## src/rtl/mult4u_dmr_sched.sv

```systemverilog
// Two-requester scheduler for one shared 4x4 unsigned multiplier. Every product is
// computed twice with swapped operands, and the pair is re-run up to MAX_RETRY times if the two results disagree.
module mult4u_dmr_sched #(
    parameter int MAX_RETRY = 3
) (
    input  logic       clk,
    input  logic       rst,
    input  logic       req0_valid,
    input  logic [3:0] req0_a,
    input  logic [3:0] req0_b,
    output logic       req0_ready,
    input  logic       req1_valid,
    input  logic [3:0] req1_a,
    input  logic [3:0] req1_b,
    output logic       req1_ready,
    output logic [3:0] mult_a,
    output logic [3:0] mult_b,
    input  logic [7:0] mult_p,
    output logic       rsp_valid,
    input  logic       rsp_ready,
    output logic       rsp_id,
    output logic [7:0] rsp_p,
    output logic       rsp_err,
    output logic [7:0] mismatch_cnt
);
    typedef enum logic [1:0] {
        IDLE = 2'd0,
        RUN1 = 2'd1,
        RUN2 = 2'd2,
        RESP = 2'd3
    } state_t;

    localparam logic [2:0] MAX_RETRY_C = 3'(MAX_RETRY);

    state_t     state_r, state_s;
    logic [3:0] a_r, b_r;
    logic       id_r;
    logic       last_r;
    logic [7:0] p1_r;
    logic [2:0] retry_r;
    logic       grant_s, gid_s, match_s, retry_ok_s;

    // Next-state, arbitration and multiplier operand decode
    always_comb begin
        state_s    = state_r;
        grant_s    = 1'b0;
        gid_s      = 1'b0;
        req0_ready = 1'b0;
        req1_ready = 1'b0;
        mult_a     = 4'd0;
        mult_b     = 4'd0;
        match_s    = (mult_p == p1_r);
        retry_ok_s = (retry_r < MAX_RETRY_C);
        case (state_r)
            IDLE: begin
                // rst gating keeps ready low while reset is held between edges
                if (!rst && (req0_valid || req1_valid)) begin
                    grant_s = 1'b1;
                    if (req0_valid && req1_valid) begin
                        gid_s = ~last_r;
                    end else begin
                        gid_s = req1_valid;
                    end
                    req0_ready = ~gid_s;
                    req1_ready = gid_s;
                    state_s    = RUN1;
                end else begin
                    state_s = IDLE;
                end
            end
            RUN1: begin
                mult_a  = a_r;
                mult_b  = b_r;
                state_s = RUN2;
            end
            RUN2: begin
                // Swapped operands exercise different multiplier input pins
                mult_a = b_r;
                mult_b = a_r;
                if (!match_s && retry_ok_s) begin
                    state_s = RUN1;
                end else begin
                    state_s = RESP;
                end
            end
            RESP: begin
                if (rsp_ready) begin
                    state_s = IDLE;
                end else begin
                    state_s = RESP;
                end
            end
            default: state_s = IDLE;
        endcase
    end

    assign rsp_valid = (state_r == RESP);

    // State register
    always_ff @(posedge clk or posedge rst) begin
        if (rst) begin
            state_r <= IDLE;
        end else begin
            state_r <= state_s;
        end
    end

    // Operand latch, first-pass product, retry bookkeeping and response registers
    always_ff @(posedge clk or posedge rst) begin
        if (rst) begin
            a_r          <= 4'd0;
            b_r          <= 4'd0;
            id_r         <= 1'b0;
            last_r       <= 1'b1;
            p1_r         <= 8'd0;
            retry_r      <= 3'd0;
            rsp_id       <= 1'b0;
            rsp_p        <= 8'd0;
            rsp_err      <= 1'b0;
            mismatch_cnt <= 8'd0;
        end else begin
            case (state_r)
                IDLE: begin
                    if (grant_s) begin
                        a_r     <= gid_s ? req1_a : req0_a;
                        b_r     <= gid_s ? req1_b : req0_b;
                        id_r    <= gid_s;
                        last_r  <= gid_s;
                        retry_r <= 3'd0;
                    end
                end
                RUN1: p1_r <= mult_p;
                RUN2: begin
                    if (match_s) begin
                        rsp_id  <= id_r;
                        rsp_p   <= p1_r;
                        rsp_err <= 1'b0;
                    end else begin
                        if (mismatch_cnt != 8'hFF) begin
                            mismatch_cnt <= mismatch_cnt + 8'd1;
                        end
                        if (retry_ok_s) begin
                            retry_r <= retry_r + 3'd1;
                        end else begin
                            rsp_id  <= id_r;
                            rsp_p   <= p1_r;
                            rsp_err <= 1'b1;
                        end
                    end
                end
                default: ;
            endcase
        end
    end

endmodule

```

## config.mk

```make
export PLATFORM = sky130hd
export DESIGN_NAME = mult4u_dmr_sched
export DESIGN_NICKNAME = d
export VERILOG_FILES = /design/src/rtl/mult4u_dmr_sched.sv
export SDC_FILE = /design/constraint.sdc
export NUM_CORES = 1
export LEC_CHECK = 0
export ABC_AREA = 1
export ABC_CLOCK_PERIOD_IN_PS = 4100
export CORE_MARGIN = 3
export CORE_UTILIZATION = 30
export CTS_CLUSTER_DIAMETER = 100
export DETAILED_ROUTE_END_ITERATION = 10
export HOLD_SLACK_MARGIN = 0.02
export PLACE_DENSITY = 0.57
export SLEW_MARGIN = 20
export SYNTH_ARGS = -nofsm -noshare
export SYNTH_HDL_FRONTEND = slang
export SYNTH_SLANG_ARGS = --single-unit
```

## constraint.sdc

```tcl
create_clock -name clk -period 4.1 [get_ports clk]
set_input_delay 0.615 -clock clk [delete_from_list [all_inputs] [get_ports clk]]
set_output_delay 0.615 -clock clk [all_outputs]
set_load 0.02 [all_outputs]
```

; Word-level counts from Yosys, hierarchy flattened
; Cells that the tools add are included.
[word_totals]
regBits = 41
input_bits = 29
output_inout_bits = 29
wordCells = 65
[classes]
add_sub_neg = 2
n_lt_le_gt_ge = 1
eq_ne = 9
n_mux = 27
n_bitwise = 3
n_reduce_logical = 12
[op_table]
columns = op, count
row1 = 8-bit two-way mux, 2
row2 = 4-bit one-hot mux with 2 select lines, 2
row3 = 1-bit two-way mux, 14
row4 = 3-bit two-way mux, 3
row5 = "8-bit by 1-bit adder with 8-bit output, second input constant", 1
row6 = 8-bit equality test, 1
row7 = 4-bit two-way mux, 2
row8 = "2-bit inequality test, second input constant", 4
row9 = "8-bit inequality test, second input constant", 1
row10 = 2-bit one-hot mux with 4 select lines, 1
row11 = 3-bit one-hot mux with 2 select lines, 1
row12 = "2-bit equality test, second input constant", 2
row13 = 2-bit two-way mux, 2
row14 = 2-bit AND reduction, 2
row15 = 4-bit AND reduction, 1
row16 = "3-bit by 1-bit adder with 3-bit output, second input constant", 1
row17 = 1-bit logical AND, 3
row18 = "3-bit by 2-bit less-than comparator with 1-bit output, second input constant", 1
row19 = 1-bit inverter, 3
row20 = 3-bit AND reduction, 1
row21 = "2-bit by 1-bit equality test with 1-bit output, second input constant", 1
row22 = 1-bit logical NOT, 2
row23 = 2-bit logical NOT, 1
row24 = 2-bit nonzero test, 1
row25 = 1-bit logical OR, 1

; Longest topological paths before layout
[logic_depth]
depth_word = 7
depth_mapped = 11
depth_no_buf = 10

; Worst setup path after synthesis
; OpenSTA, ideal clock, no wires.
[synth_path]
path_type = input to output
startpoint = in rst
endpoint = out req1_ready
arrival_time_ps = 2214
required_ps = 3485
setup_slack_ps = 1271
stages = 5
path_buffers = 0
path_cell_list = inv_1 o21ai_1 nor2_1 inv_1 nor2_4
[synth_between]
elab_chain_cells = 4
[synth_rtl]
columns = element, line
row1 = "start, declared", 7  ; input logic rst,
row2 = 1-bit logical NOT (no line), --
row3 = 1-bit logical AND, 57  ; if (!rst && (req0_valid || req1_valid)) begin
row4 = 1-bit two-way mux, 57
row5 = 1-bit two-way mux, 54  ; case (state_r)
row6 = "end, declared", 15  ; output logic req1_ready,
; Every way passes these cells.

; Worst setup path after layout
; Same ends and word-level chain as after synthesis.

==> flow_metrics.tcl <==
set metrics [dict create \
    synth_warnings 0 \
    coreArea_um2 6980 \
    worstMarginPinSlew_ns 0.683 \
    drt_iter0_markers 68 \
    hold_buffers 0 \
    fin_nets 373 \
    cts_made_buffers 5 \
    dp_hpwl_um 3700 \
    synth.cell_area_um2 2230 \
    power_density_nw_per_um2 631 \
    avgViaCountPerCell 4.39 \
    firstDrtPassIters 4 \
    rows 30 \
    wl_per_cell_um 11.9 \
    syn_nets 316 \
    die_h_um 92.2 \
    maxCapViolations 0 \
    setup_viol 0 \
    cts_resized 0 \
    track_usage 0.129 \
    slew_headroom 0.544 \
    grt_pass1_wl_um 8930 \
    clkLatencyLatePin_ns 0.29 \
    fin_skew_ns 0.00927 \
    critPathArrivalTime_ns 2.50 \
    pre_cts_ws_ns 0.983 \
    rsz0062_at_grt "false" \
    drc 0 \
    gr-total-overflow 0 \
    cp-end-kind "output pin" \
    p_total_w 0.00186 \
    critPathLaunchType "input port" \
    final_util 0.423 \
    slew_violations 0 \
    drt_wl_total_um 5150 \
    ys_seq_area_frac 0.461 \
    grt_max_degree 42 \
    grt_pass1_vias 1917 \
    endpoint "req1_ready" \
    ff2ff_path_depth 8 \
    path_class "in2out" \
    io_buffers 57 \
    h-tree-depth 2 \
    post_cts_buffers 0 \
    vias 1906 \
    clkSinkCount 41 \
    stdcell_count 434 \
    ys_types 27 \
    avgSynthCellArea_um2 7.96 \
    setup_ws_ns 0.983 \
    period_minus_slack_ns 3.12 \
    reg2reg_to "retry_r[1]$_DFFE_PP0P_" \
    ant_nets 0 \
    cp_max_fo 11 \
    fill_cells 723 \
    place_inst 426 \
    gp_congestion 0.773 \
    synthToLayoutAreaGrowth_pct 32.4 \
    fin_setup_tns_ns 0 \
    max-vdd-ir-drop_mv 0.198 \
    finalHoldViolCount 0 \
    num_antenna_cells 0 \
    clk_pin_slew_ns 0.08 \
    netlist_instances 280 \
    clockBufferDepth 2 \
    drive_gt1_frac 0.0740 \
    ff2ff_setup_slack_ns 2.09 \
    die_area_um2 8500 \
    die_w_um 92.2 \
    fin_crit_sh 0.760 \
    antenna_found_initial 0 \
    synth-seq-cells 41 \
    io_pins 58 \
    cts_tree "yes" \
    startpoint "rst" \
    start_util 0.319 \
    p_leak_nw 1.35 \
    worstPathRequired_ns 3.48 \
    r2r-start "state_r[0]$_DFF_PP0_" \
    status "finished, final reports clean" \
    clock.fmax_mhz 321 \
    min_path_type "reg2reg" \
    root_buffer "clkbuf_8" \
]
## through the flow
stage | cell area (um2) | hold WS, ns
global placement | 2870 | 0.452
global route | 2950 | 0.503
floorplan | 2230 | 0.447
CTS | 2950 | 0.476
detailed placement | 2870 | 0.458
finish | 2950 | 0.470
## critical path, stage by stage
cell and delay, ns:
clkdlybuf4s50_1 0.41, clkinv_1 0.09, o21ai_1 0.11, nor2_1 0.15, inv_1 0.20, nor2_4 0.28
clkdlybuf4s50_1 0.66
## final cells by class
cell class              count  area, um2  share of cell area
repair buffers             59        586               0.198
flip-flops and latches     41       1030               0.348
clock inverters             1       5.00             0.00170
inverters                  24       90.1              0.0305
well taps                  96        120              0.0407
clock buffers               7       76.3              0.0259
multi-input cells         206       1050               0.355
## worst min-delay path by stage
stage	start	end	slack [ns]	depth (start not counted)
floorplan	last_r$_DFFE_PP1P_	last_r$_DFFE_PP1P_	0.45	2
global placement	rsp_p[3]$_DFFE_PP0P_	rsp_p[3]$_DFFE_PP0P_	0.45	2
detailed placement	rsp_p[3]$_DFFE_PP0P_	rsp_p[3]$_DFFE_PP0P_	0.46	2
CTS	rsp_p[4]$_DFFE_PP0P_	rsp_p[4]$_DFFE_PP0P_	0.48	2
global route	rsp_p[4]$_DFFE_PP0P_	rsp_p[4]$_DFFE_PP0P_	0.50	2
finish	rsp_p[7]$_DFFE_PP0P_	rsp_p[7]$_DFFE_PP0P_	0.47	2
## routing by layer
| layer | part of all wire | up-vias | global-route usage |
|---|---|---|---|
| met1 | 0.49 | 855 | 0.169 |
| met5 | 0 | - | 0 |
| met4 | 0.0060 | 0 | 0.0297 |
| met3 | 0.062 | 4 | 0.0402 |
| met2 | 0.44 | 50 | 0.209 |
| li1 | - | 997 | - |
## power breakdown
| part | switching (W) | internal, W | leakage (nW) | total, W |
|---|---|---|---|---|
| Sequential | 0.000128 | 0.000559 | 0.531 | 0.000687 |
| Clock | 0.000139 | 0.000120 | 0.0422 | 0.000259 |
| Combinational | 0.000539 | 0.000378 | 0.778 | 0.000916 |
## flip-flops by register name, summed over array words and instances (netlist names)
| signal | cells |
|---|---|
| rsp_err | 1 |
| a_r | 4 |
| mismatch_cnt | 8 |
| retry_r | 3 |
| state_r | 2 |
| id_r | 1 |
| last_r | 1 |
| b_r | 4 |
| rsp_p | 8 |
| p1_r | 8 |
| rsp_id | 1 |
## cell families after synthesis
family          share of synthesized area
flops                               0.461
fa+ha+maj                          0.0393
simple gates                        0.309
buf+inv                            0.0696
xor+xnor                           0.0432
compound gates                     0.0775
## Yosys cell counts
master    count  area, um2
dfrtp_1      40       1000
o21ai_1       1       5.00
nand3_2       1       10.0
xnor2_1      11       96.3
a211oi_1      1       7.51
o21ai_2       7       61.3
buf_12        1       20.0
nand2_2       3       18.8
buf_4         1       7.51
ha_1          7       87.6
nor2_4        1       11.3
nand4_1       5       31.3
a21oi_1      11       55.1
dfstp_2       1       26.3
nand2_1     118        443
nor2_2        2       12.5
a22oi_1       1       7.51
o21ai_0       4       20.0
a21oi_4       1       16.3
nand3_4       1       17.5
clkbuf_1      3       11.3
buf_2         3       15.0
nand3_1      23        115
buf_6         1       11.3
clkinv_1      1       3.75
inv_1        23       86.3
nor2_1        8       30.0
## placed cells by master (no fill, tap or decap)
cell type,count
a21oi_1,11
o21ai_1,1
clkbuf_1,2
buf_4,2
dfrtp_1,40
nand3_1,23
ha_1,7
dfstp_2,1
a21oi_4,1
o21ai_2,7
inv_1,22
nor2_2,2
nand2_1,118
a22oi_1,1
nor2_1,8
a211oi_1,1
o21ai_0,4
nand2_2,3
clkinv_2,1
xnor2_1,11
nand3_2,1
nor2_4,1
clkdlybuf4s50_1,57
nand3_4,1
clkbuf_8,5
nand4_1,5
clkinv_1,2
No activity file was read; power rests on OpenSTA's default activity.
==> edit, RTL diff (config.mk and constraints unchanged) <==
Reset style: synchronous (`rst`), changed in 2 clocked blocks.
--- a/src/rtl/mult4u_dmr_sched.sv
+++ b/src/rtl/mult4u_dmr_sched.sv
@@ -98,5 +98,5 @@
 
     // State register
-    always_ff @(posedge clk or posedge rst) begin
+    always_ff @(posedge clk) begin
         if (rst) begin
             state_r <= IDLE;
@@ -107,5 +107,5 @@
 
     // Operand latch, first-pass product, retry bookkeeping and response registers
-    always_ff @(posedge clk or posedge rst) begin
+    always_ff @(posedge clk) begin
         if (rst) begin
             a_r          <= 4'd0;
Function: differs if rst is asserted again (counterexample within 4 cycles, from zero or initial values and one cycle with rst high); with rst held inactive, the same outputs for 10 cycles.
==> edit against the original RTL <==
  * Sequential share of layout area shrank 6.4 points
  * Worst setup slack got worse by 0.032 ns
  * Clock skew barely moved
  * Fmax down 1.0%
  * Wire length up 3.1%
  * Area after synthesis decreased by 2.9%
  * Worst hold slack lost 0.0047 ns
  * Cell count grew 5.1%
  * Sequential cell count stayed put
  * Global-route usage grew 0.40 points
  * Die area shrank 2.7%
  * Final area is 2.0% lower
Power is not compared: it rests on default switching activity, and its combinational part moved more than twofold at a synthesized area within 25%.
==> edit: results (changes against the original RTL) <==
* Final Non-Filler Cells at 456 (+5.1%)
* Placed instance area at 2786 um2 (-2.9%)
* Worst Tran Pin Value at 0.6607 ns (-0.02257 ns)
* # nets final at 396 (+6.2%)
* Yosys cell types at 29 (+7.4%)
* Wire length per cell at 11.64 um (-1.9%)
* Fraction of registers with async set or reset after synthesis at 0 (-1.000)
* Post-Syn Instances at 308 (+10%)
* Reg2Reg Depth at 9 (+1)
* Gp weighted congestion at 0.8147 (+5.4%)
* Register area share after synthesis at 0.3794 (-0.08157)
* Reg-to-Reg End: rsp_p[5]
* Syn nets at 344 (+8.9%)
* Origin of the worst min-delay path: rsp_p[2]
* Via-to-Cell Ratio at 4.625 (+5.3%)
* Status: complete, no violations
* Minimum hold slack at 0.4654 ns (-0.004699 ns)
* Reg2reg start: p1_r[5]
* Clk_skew at 0.008974 ns (-0.0002933 ns)
* DR WL met3 at 383 um (+21%)
* Global-route wire length before repair at 9135 um (+2.3%)
* Met1 Use GR at 0.1629 (-0.005618)
* Total Routing Usage GR at 0.1331 (+0.003951)
* Area contributors post-synth: dfxtp_1 38%, nand2_1 17%, a21oi_1 7.2%
* WL met1 at 2560 um (+1.3%)
* Largest net degree at the start of global routing at 26 (-38%)
* Top fanout value on the critical path at 19 (+8)
* Hpwl dp at 3877 um (+4.8%)
* Number of global-route vias before repair at 1990 (+3.8%)
* Post-Place Cells at 449 (+5.4%)
* GR met2 Demand/Resource at 0.2232 (+0.01393)
* Worst reg2reg setup slack at 1.93 ns (-0.16 ns)
* Met3 Usage GRT at 0.05000 (+0.009803)
* DR WL met2 at 2324 um (+2.3%)
* Starting DRT DRC Count at 80 (+18%)
edit: area by class of cell:
| class | instances | area, um2 | area share |
|---|---|---|---|
| flip-flops and latches | 41 | 820.8 | 0.2840 |
| clock buffers | 5 | 68.82 | 0.02381 |
| multi-input cells | 224 | 1151 | 0.3983 |
| inverters | 29 | 108.9 | 0.03766 |
| clock inverters | 2 | 35.03 | 0.01212 |
| well taps | 96 | 120.1 | 0.04156 |
| repair buffers | 59 | 585.6 | 0.2026 |
edit: how the worst max path moves through the flow:
stage	startpoint	endpoint	slack [ns]
after floorplan	state_r[0]	mult_b[0]	2.05
after detailed placement	rst	req1_ready	0.93
final	rst	req1_ready	0.95
after CTS	rst	req1_ready	0.92
after global routing	rst	req1_ready	0.82
after global placement	rst	req1_ready	0.97
edit: kinds of logic after synthesis:
kind of cell,share of synthesized area
AND/OR/NAND/NOR,0.3158
AO/OA/AOI/OAI,0.1353
buffers and inverters,0.08849
flip-flops,0.3794
XOR/XNOR,0.04048
adder cells (fa/ha/maj),0.04048
